`src/rtl/fifo_arb_pkg.sv`:
```
// Shared types and helpers for the FIFO-side round-robin arbiters.
package fifo_arb_pkg;

    typedef enum logic {
        ARB_IDLE  = 1'b0,
        ARB_BURST = 1'b1
    } arb_state_t;

    localparam logic [15:0] SAT_MAX    = 16'hFFFF;
    localparam int unsigned RR_MAX_REQ = 8;

    // First set bit of valid searching upward from last+1, modulo n (n <= 8).
    // Returns last when nothing is valid; callers gate with |valid.
    function automatic logic [2:0] rr_next_idx(
        input logic [7:0] valid,
        input logic [2:0] last,
        input logic [3:0] n
    );
        logic [2:0] res;
        logic [3:0] cand;
        logic       found;
        res   = last;
        found = 1'b0;
        for (int k = 1; k <= RR_MAX_REQ; k++) begin
            cand = {1'b0, last} + 4'(k);
            if (cand >= n) begin
                cand = cand - n;
            end
            if (!found && (4'(k) <= n) && valid[cand[2:0]]) begin
                res   = cand[2:0];
                found = 1'b1;
            end
        end
        return res;
    endfunction

endpackage

```
`src/rtl/fifo_wr_arbiter_rr_pick.sv`:
```
// Combinational round-robin picker: one-hot and index of the next valid
// requester after last_owner. Usable by read- and write-side arbiters.
module rr_pick
    import fifo_arb_pkg::*;
#(
    parameter int N_REQ = 4,
    parameter int IDX_W = (N_REQ > 1) ? $clog2(N_REQ) : 1
) (
    input  logic [N_REQ-1:0] valid,
    input  logic [IDX_W-1:0] last_owner,
    output logic [N_REQ-1:0] onehot,
    output logic [IDX_W-1:0] idx,
    output logic             any
);

    logic [7:0] valid8;
    logic [2:0] pick3;

    always_comb begin
        valid8              = '0;
        valid8[N_REQ-1:0]   = valid;
        pick3               = rr_next_idx(valid8, 3'(last_owner), 4'(N_REQ));
        idx                 = pick3[IDX_W-1:0];
        any                 = |valid;
        onehot              = '0;
        if (any) begin
            onehot[idx] = 1'b1;
        end
    end

endmodule

```
`src/rtl/fifo_wr_arbiter.sv`:
```
// Round-robin, burst-locked sharer of the dual-clock FIFO write port (clk_wr domain).
// Optional FIFO_WR_ARB_STATS_EN adds saturating beat_total / stall_cnt counters.
module fifo_wr_arbiter
    import fifo_arb_pkg::*;
#(
    parameter int N_REQ     = 4,
    parameter int WIDTH     = 8,
    parameter int MAX_BURST = 4
) (
    input  logic                   clk_wr,
    input  logic                   rst,
    input  logic                   chip_en,
    input  logic [N_REQ-1:0]       req_valid,
    input  logic [N_REQ-1:0]       req_last,
    input  logic [N_REQ*WIDTH-1:0] req_data,
    output logic [N_REQ-1:0]       req_ready,
    input  logic                   fifo_full,
    output logic                   fifo_we,
    output logic [WIDTH-1:0]       fifo_data,
    output logic [N_REQ-1:0]       grant,
    output logic                   busy
`ifdef FIFO_WR_ARB_STATS_EN
    ,
    output logic [15:0]            beat_total,
    output logic [15:0]            stall_cnt
`endif
);

    localparam int IDX_W = (N_REQ > 1) ? $clog2(N_REQ) : 1;
    localparam int BCW   = $clog2(MAX_BURST) + 1;

    // Handshake: a beat moves when req_valid[i] & req_ready[i]; ready never
    // depends on valid, only on the registered grant, fifo_full and chip_en.
    arb_state_t       state, state_n;
    logic [N_REQ-1:0] grant_n;
    logic [IDX_W-1:0] last_owner, last_owner_n;
    logic [IDX_W-1:0] owner_idx, owner_idx_n;
    logic [BCW-1:0]   beat_cnt, beat_cnt_n;

    logic [N_REQ-1:0] pick_onehot;
    logic [IDX_W-1:0] pick_idx;
    logic             pick_any;
    logic             own_valid;
    logic             own_last;
    logic             release_burst;

    rr_pick #(
        .N_REQ (N_REQ),
        .IDX_W (IDX_W)
    ) u_rr_pick (
        .valid      (req_valid),
        .last_owner (last_owner),
        .onehot     (pick_onehot),
        .idx        (pick_idx),
        .any        (pick_any)
    );

    assign own_valid     = req_valid[owner_idx];
    assign own_last      = req_last[owner_idx];
    assign release_burst = fifo_we && (own_last || (beat_cnt == BCW'(MAX_BURST - 1)));

    always_ff @(posedge clk_wr or posedge rst) begin
        if (rst) begin
            state      <= ARB_IDLE;
            grant      <= '0;
            last_owner <= IDX_W'(N_REQ - 1);
            owner_idx  <= '0;
            beat_cnt   <= '0;
        end else begin
            state      <= state_n;
            grant      <= grant_n;
            last_owner <= last_owner_n;
            owner_idx  <= owner_idx_n;
            beat_cnt   <= beat_cnt_n;
        end
    end

    always_comb begin
        state_n      = state;
        grant_n      = grant;
        last_owner_n = last_owner;
        owner_idx_n  = owner_idx;
        beat_cnt_n   = beat_cnt;
        if (chip_en) begin
            case (state)
                ARB_IDLE: begin
                    if (pick_any) begin
                        grant_n     = pick_onehot;
                        owner_idx_n = pick_idx;
                        beat_cnt_n  = '0;
                        state_n     = ARB_BURST;
                    end
                end
                ARB_BURST: begin
                    // The lock holds even while the owner drops valid.
                    if (fifo_we) begin
                        beat_cnt_n = beat_cnt + BCW'(1);
                    end
                    if (release_burst) begin
                        grant_n      = '0;
                        last_owner_n = owner_idx;
                        state_n      = ARB_IDLE;
                    end
                end
                default: state_n = ARB_IDLE;
            endcase
        end
    end

    always_comb begin
        busy      = (state == ARB_BURST);
        req_ready = grant & {N_REQ{~fifo_full & chip_en}};
        fifo_we   = |(req_valid & req_ready);
        fifo_data = '0;
        if (|grant) begin
            fifo_data = req_data[int'(owner_idx)*WIDTH +: WIDTH];
        end
    end

`ifdef FIFO_WR_ARB_STATS_EN
    always_ff @(posedge clk_wr or posedge rst) begin
        if (rst) begin
            beat_total <= '0;
            stall_cnt  <= '0;
        end else begin
            if (fifo_we && (beat_total != SAT_MAX)) begin
                beat_total <= beat_total + 16'd1;
            end
            if (chip_en && busy && own_valid && fifo_full && (stall_cnt != SAT_MAX)) begin
                stall_cnt <= stall_cnt + 16'd1;
            end
        end
    end
`endif

endmodule

```
`config.mk`:
```
export PLATFORM = sky130hd
export DESIGN_NAME = fifo_wr_arbiter
export DESIGN_NICKNAME = d
export VERILOG_FILES = /design/src/rtl/fifo_arb_pkg.sv /design/src/rtl/fifo_wr_arbiter_rr_pick.sv /design/src/rtl/fifo_wr_arbiter.sv
export SDC_FILE = /design/constraint.sdc
export NUM_CORES = 1
export LEC_CHECK = 0
export ABC_AREA = 1
export ABC_CLOCK_PERIOD_IN_PS = 2300
export BUFFER_PORTS_ARGS = -buffer_cell sky130_fd_sc_hd__clkbuf_2
export CORE_MARGIN = 3
export CORE_UTILIZATION = 46
export CTS_BUF_LIST = sky130_fd_sc_hd__clkbuf_4
export DETAILED_ROUTE_END_ITERATION = 10
export HOLD_SLACK_MARGIN = 0.12
export PLACE_DENSITY = 0.82
export SLEW_MARGIN = 10
export SYNTH_ARGS = -nofsm -noshare
export SYNTH_HDL_FRONTEND = slang
export SYNTH_SLANG_ARGS = --single-unit
```
`constraint.sdc`:
```
create_clock -name clk_wr -period 2.3 [get_ports clk_wr]
set_input_delay 0.23 -clock clk_wr [delete_from_list [all_inputs] [get_ports clk_wr]]
set_output_delay 0.23 -clock clk_wr [all_outputs]
set_load 0.05 [all_outputs]
```
## Yosys cells after proc, flatten, opt, wreduce, memory -nomap -nowiden

Index checks and enable logic that the tools add are counted.

- Flip-flop bits (word level): 12

- Add/subtract/negate cells: 9
- $lt $le $gt $ge: 11
- Equal/unequal tests: 4
- Shift-type cells: 1
- Mux-type cells: 33
- Bitwise gates (word level): 5
- Reductions and logical operators: 16

Operators by type and width:

| operator | count |
|---|---|
| 32-bit by 6-bit variable part select with 8-bit output | 1 |
| 3-bit 2-to-1 mux | 6 |
| 4-bit by 3-bit >= comparator with 1-bit output, second input constant | 4 |
| 3-bit by 4-bit < comparator with 1-bit output, second input constant | 4 |
| 1-bit binary-select mux with 3-bit select | 4 |
| 3-bit AND reduction | 4 |
| 4-bit OR reduction | 3 |
| 3-bit subtractor, second input constant | 4 |
| 1-bit 2-to-1 mux | 11 |
| 4-bit bitwise AND | 2 |
| 2-bit 2-to-1 mux | 4 |
| 4-bit 2-to-1 mux | 2 |
| 8-bit 2-to-1 mux | 1 |
| 4-bit case mux with 2 select lines | 1 |
| 2-bit by 2-bit adder with 3-bit output, second input constant | 2 |
| 2-bit by 3-bit < comparator with 1-bit output, second input constant | 2 |
| 3-bit case mux with 2 select lines | 1 |
| 1-bit logical AND | 5 |
| 2-bit by 3-bit adder with 4-bit output, second input constant | 1 |
| 2-bit != test, second input constant | 2 |
| 2-bit by 1-bit adder with 3-bit output, second input constant | 1 |
| 3-bit by 1-bit adder with 3-bit output, second input constant | 1 |
| 3-bit by 2-bit == test with 1-bit output, second input constant | 1 |
| 1-bit logical NOT | 3 |
| other kinds (8) | 9 |

## Depth between registers and ports, before layout

- Depth after elaboration: 21
- Depth in mapped cells: 12

## Cells and area by module

From an unflattened synthesis, not the netlist that was laid out.

- Cell total of the unflattened synthesis: 208
- Area total of the unflattened synthesis: 1326.3 um^2

Modules (own cells, without submodules):

| module | instances | cells an instance | area an instance (um^2) | sequential area each (um^2) |
|---|---|---|---|---|
| fifo_wr_arbiter | 1 | 148 | 960.9 | 302.8 |
| rr_pick | 1 | 60 | 365.4 | 0.0 |

## Least setup slack after synthesis

OpenSTA, ideal clock, no wires.

- Path type: reg2out
- Start: register grant[0]
- End: output fifo_data[0]
- Data arrival time: 1797 ps
- Path slack: 273 ps
- Stages on the path, launching flop included: 3
- Path through: dfrtp_1 -> nor4_1 -> a21oi_1

- Word-level cells in the longest chain between the ends: 2

RTL lines:

| element | line | source |
|---|---|---|
| start: declaration | fifo_wr_arbiter.sv:20 | `output logic [N_REQ-1:0] grant,` |
| start signal: assignment | fifo_wr_arbiter.sv:71 | `grant <= grant_n;` |
| 4-bit OR reduction | fifo_wr_arbiter.sv:115 | `if (\|grant) begin` |
| 8-bit 2-to-1 mux | fifo_wr_arbiter.sv:115 |  |
| end: declaration | fifo_wr_arbiter.sv:19 | `output logic [WIDTH-1:0] fifo_data,` |

No other way between the ends.

## Worst setup path in the final report

- Start: register owner_idx[1]
- End: output fifo_data[6]

- Word-level cells in the longest chain between the ends: 2

RTL lines:

| element | line | source |
|---|---|---|
| start: declaration | fifo_wr_arbiter.sv:37 | `logic [IDX_W-1:0] owner_idx, owner_idx_n;` |
| start signal: assignment | fifo_wr_arbiter.sv:73 | `owner_idx <= owner_idx_n;` |
| 32-bit by 6-bit variable part select with 8-bit output | fifo_wr_arbiter.sv:116 | `fifo_data = req_data[int'(owner_idx)*WIDTH +: WIDTH];` |
| 8-bit 2-to-1 mux | fifo_wr_arbiter.sv:115 |  |

No other way between the ends.

==> metrics.txt <==
final estimated routing congestion in global placement=0.854; initial drt markers=23; average instance area after synthesis=5.97 sq um; sum of routed wire length over all layers=2940 um; leakage component of the power=0.862 nW; capture point of the worst reg-to-reg path=owner_idx[0]; standard cell with the maximum stage delay on the critical path=dfrtp_1; type of the worst setup path=flip-flop to output pin; slew at the pin closest to its max-slew limit=490 ps; Arr. time, crit path=1730 ps; critical-path maximum fanout=11; fraction of synthesized area in multiplexers=0%; period utilization=85.2%; post-synthesis share of cell area spent on and, or, nand and nor gates=42.8%; Fillers=216; endpoint type of the worst setup path=output pin; GR peak layer=met2; nature of the critical path startpoint=flip-flop; Overflow after GRT=0; mean number of vias per cell=4.73; delay contributed by the slowest stage of the critical path=530 ps; layout-stage area growth over the synthesis result=31.3%; maximum clock skew at final layout=1.87 ps; core occupancy in the finished layout=65.8%; top cell type by total area after synthesis=dfrtp_1; clock tree from TritonCTS=done; standard-cell row count=17; Netlist Area Pre-Place=1140 sq um; fmax=510 MHz; count of port buffers added during placement=61; XOR/XNOR share of the synthesized area=0%; R2R depth=11; number of gates on the worst path with buffers counted=5; FF-to-FF Start=last_owner[0]; die boundary width=55.8 um; Post-Synth Adder-Cell Area=3.29%; run status=complete, no violations; gr usage total=19.2%; Via Count=1,328; syn_nets=238; unrepaired setup endpoints after global routing=false; antenna-violating nets left=0; antenna violations before repair=0; startpoint of the most critical setup path=owner_idx[1]; post-detailed-placement half-perimeter wirelength=2380 um; Die Span Y=55.8 um; number of max-cap violations=0; hold violation total from the final report=0; Final Slew Violations=0; part of the Yosys area used for sequential elements=26.5%; clock transition at the registers of the reported paths=80 ps; detailed-route DRC error count=0; Max Root-Sink Buffers=2; GR Layer Usage met1=24.2%; share of final-layout standard cells stronger than drive strength 1=33.2%; largest delay contributor family on the critical path=buffers and inverters; vias in the first global route=1,173; Setup-failing EPs final=0; sequential cell area in the final layout=303 sq um; power per standard cell area=1560 nW/um^2; flop and latch count out of synthesis=12; final critical path time including I/O delays and setup=1960 ps; slew margin rel.=67.3%; maximum VDD drop=0.00126 V; endpoint of the most critical setup path=fifo_data[6]; share of Yosys cell area claimed by the top area cell type=21.9%; Setup TNS=0 ps; met3 routing resource usage after global routing=3.02%; clock insertion delay at the later pin of the skew report=280 ps; multi-input gate area in the final layout=709 sq um; number of levels in the clock H-tree=1; cell types occupying the most area after synthesis=dfrtp_1 22%, nor2_1 15%, nand2_1 11%, o21ai_0 11%, inv_1 7.9%; pin count of the biggest net entering global routing=21; worst hold path type=primary input to flip-flop; Synth Area in Compound Gates=16.1%; initial standard-cell utilization of the core=50.1%; number of distinct library cells after synthesis=26; number of buffer and inverter stages on the critical path=2; library cell used as clock root buffer=clkbuf_4; minimum setup slack among reg-to-reg paths=350 ps; TritonCTS Buffers=3; data required time of the worst path=2070 ps; cells traversed along the worst timing path=inv_1 > nor2_1 > o21ai_0 > a21oi_1 > clkbuf_2; Cells after Synth=191; grt met2 use=33.3%; wire length of the first global-routing pass=4940 um; area inside the core boundary=2280 sq um; I/O pins=62; dominant combinational cell family by area after synthesis=simple AND/OR/NAND/NOR gates; Final Net Count=301; Die Footprint=3110 sq um; # clock sinks=12; total inserted antenna cells=0; detailed-route wire length per cell=10.5 um; count of warnings emitted by yosys=0; detailed-routing iteration count for the pre-antenna-repair pass=5
-- flip-flops by register name (all words and copies together) (netlist names) --
signal	count
grant	4
beat_cnt	3
last_owner	2
owner_idx	2
busy	1
-- Yosys cell counts (all sizes together) --
master	number
nand4	1
a21oi	8
dfstp	2
and2	1
nor4	1
buf	3
dfrtp	10
nand3	14
nor2	50
nor3	2
inv	25
a21o	1
ha	3
o21ai	25
o31ai	1
nand2	41
clkbuf	3
-- worst register-to-register path: stages (launching register included) --
cell	delay [ps]
dfstp_2	600
inv_2	100
ha_1	350
inv_1	80
nand3_2	110
nand2_4	70
nor2_2	120
nand2_1	70
nand2_1	70
nand2_2	70
nand2_1	80
o21ai_0	90
-- repair_timing --
action,4_1_cts,5_1_grt
hold buffers,1,0
gates resized for setup,0,0
setup buffers,0,0
endpoints found under the setup margin,0,0
hold endpoints to repair,10,0
-- kinds of logic (layout without fill, tap and decap cells) --
kind of cell / Yosys count / after routing
buffers and inverters: 31 / 93
and+or+nand+nor: 110 / 110
adders and majority gates: 3 / 3
AOI/OAI and AO/OA: 35 / 35
DFF: 12 / 12
-- stage by stage --
| step | setup WS [ps] | hold slack [ps] | instance area (sq um) | power [mW] | cells |
|---|---|---|---|---|---|
| final | 340 | 322 | 1500 | 2.34 | 281 |
| after CTS | 327 | 299 | 1500 | 2.36 | 281 |
| after detailed placement | 367 | 248 | 1460 | 2.21 | 276 |
| after global routing | 179 | 390 | 1500 | 2.55 | 281 |
| after global placement | 442 | 241 | 1460 | 2.20 | 276 |
| after floorplan | 273 | 93.3 | 1140 | 1.85 | 191 |
-- area by class of cell --
type,count,area share (%)
sequential,12,20.2
timing repair buffer,64,22.1
inverter,25,6.27
clock inverter,1,0.251
clock buffer,3,1.50
tap,28,2.34
multi-input combinational,148,47.4
-- how the worst min path moves through the flow --
stage                     startpoint     endpoint  slack (ps)  cells past startpoint
after floorplan                  rst  beat_cnt[0]          90                      1
after global placement           rst         busy         240                      2
after detailed placement         rst         busy         250                      2
after CTS                    chip_en         busy         300                      5
after global routing         chip_en         busy         390                      5
final                        chip_en         busy         320                      5
-- power by group --
part           switching [mW]  total (mW)  internal (mW)
Combinational            1.29        1.79          0.497
Sequential              0.109       0.415          0.307
Clock                  0.0733       0.136         0.0630
Total                    1.47        2.34          0.867
-- cells in the final DEF, fill, tap and decap left out, types with 2 or more instances in the layout --
cell type  netlist  layout
o21ai_0         24      24
nand2_1         34      34
inv_1           24      24
clkbuf_2         0      61
nand3_2          2       2
a21oi_1          8       8
dfrtp_1         10      10
nor2_1          47      47
buf_4            1       2
ha_1             3       3
nand3_1         12      12
nand2_2          6       6
nor2_2           3       3
dfstp_2          2       2
clkbuf_4         0       3
-- layer usage --
metal,part of all wire [%],vias up,wire (um)
li1,-,731,-
met1,45,571,1320
met2,51,24,1510
met3,3.0,2,88
met4,0.82,0,24
met5,0,-,0
(Power assumes the default switching activity.)
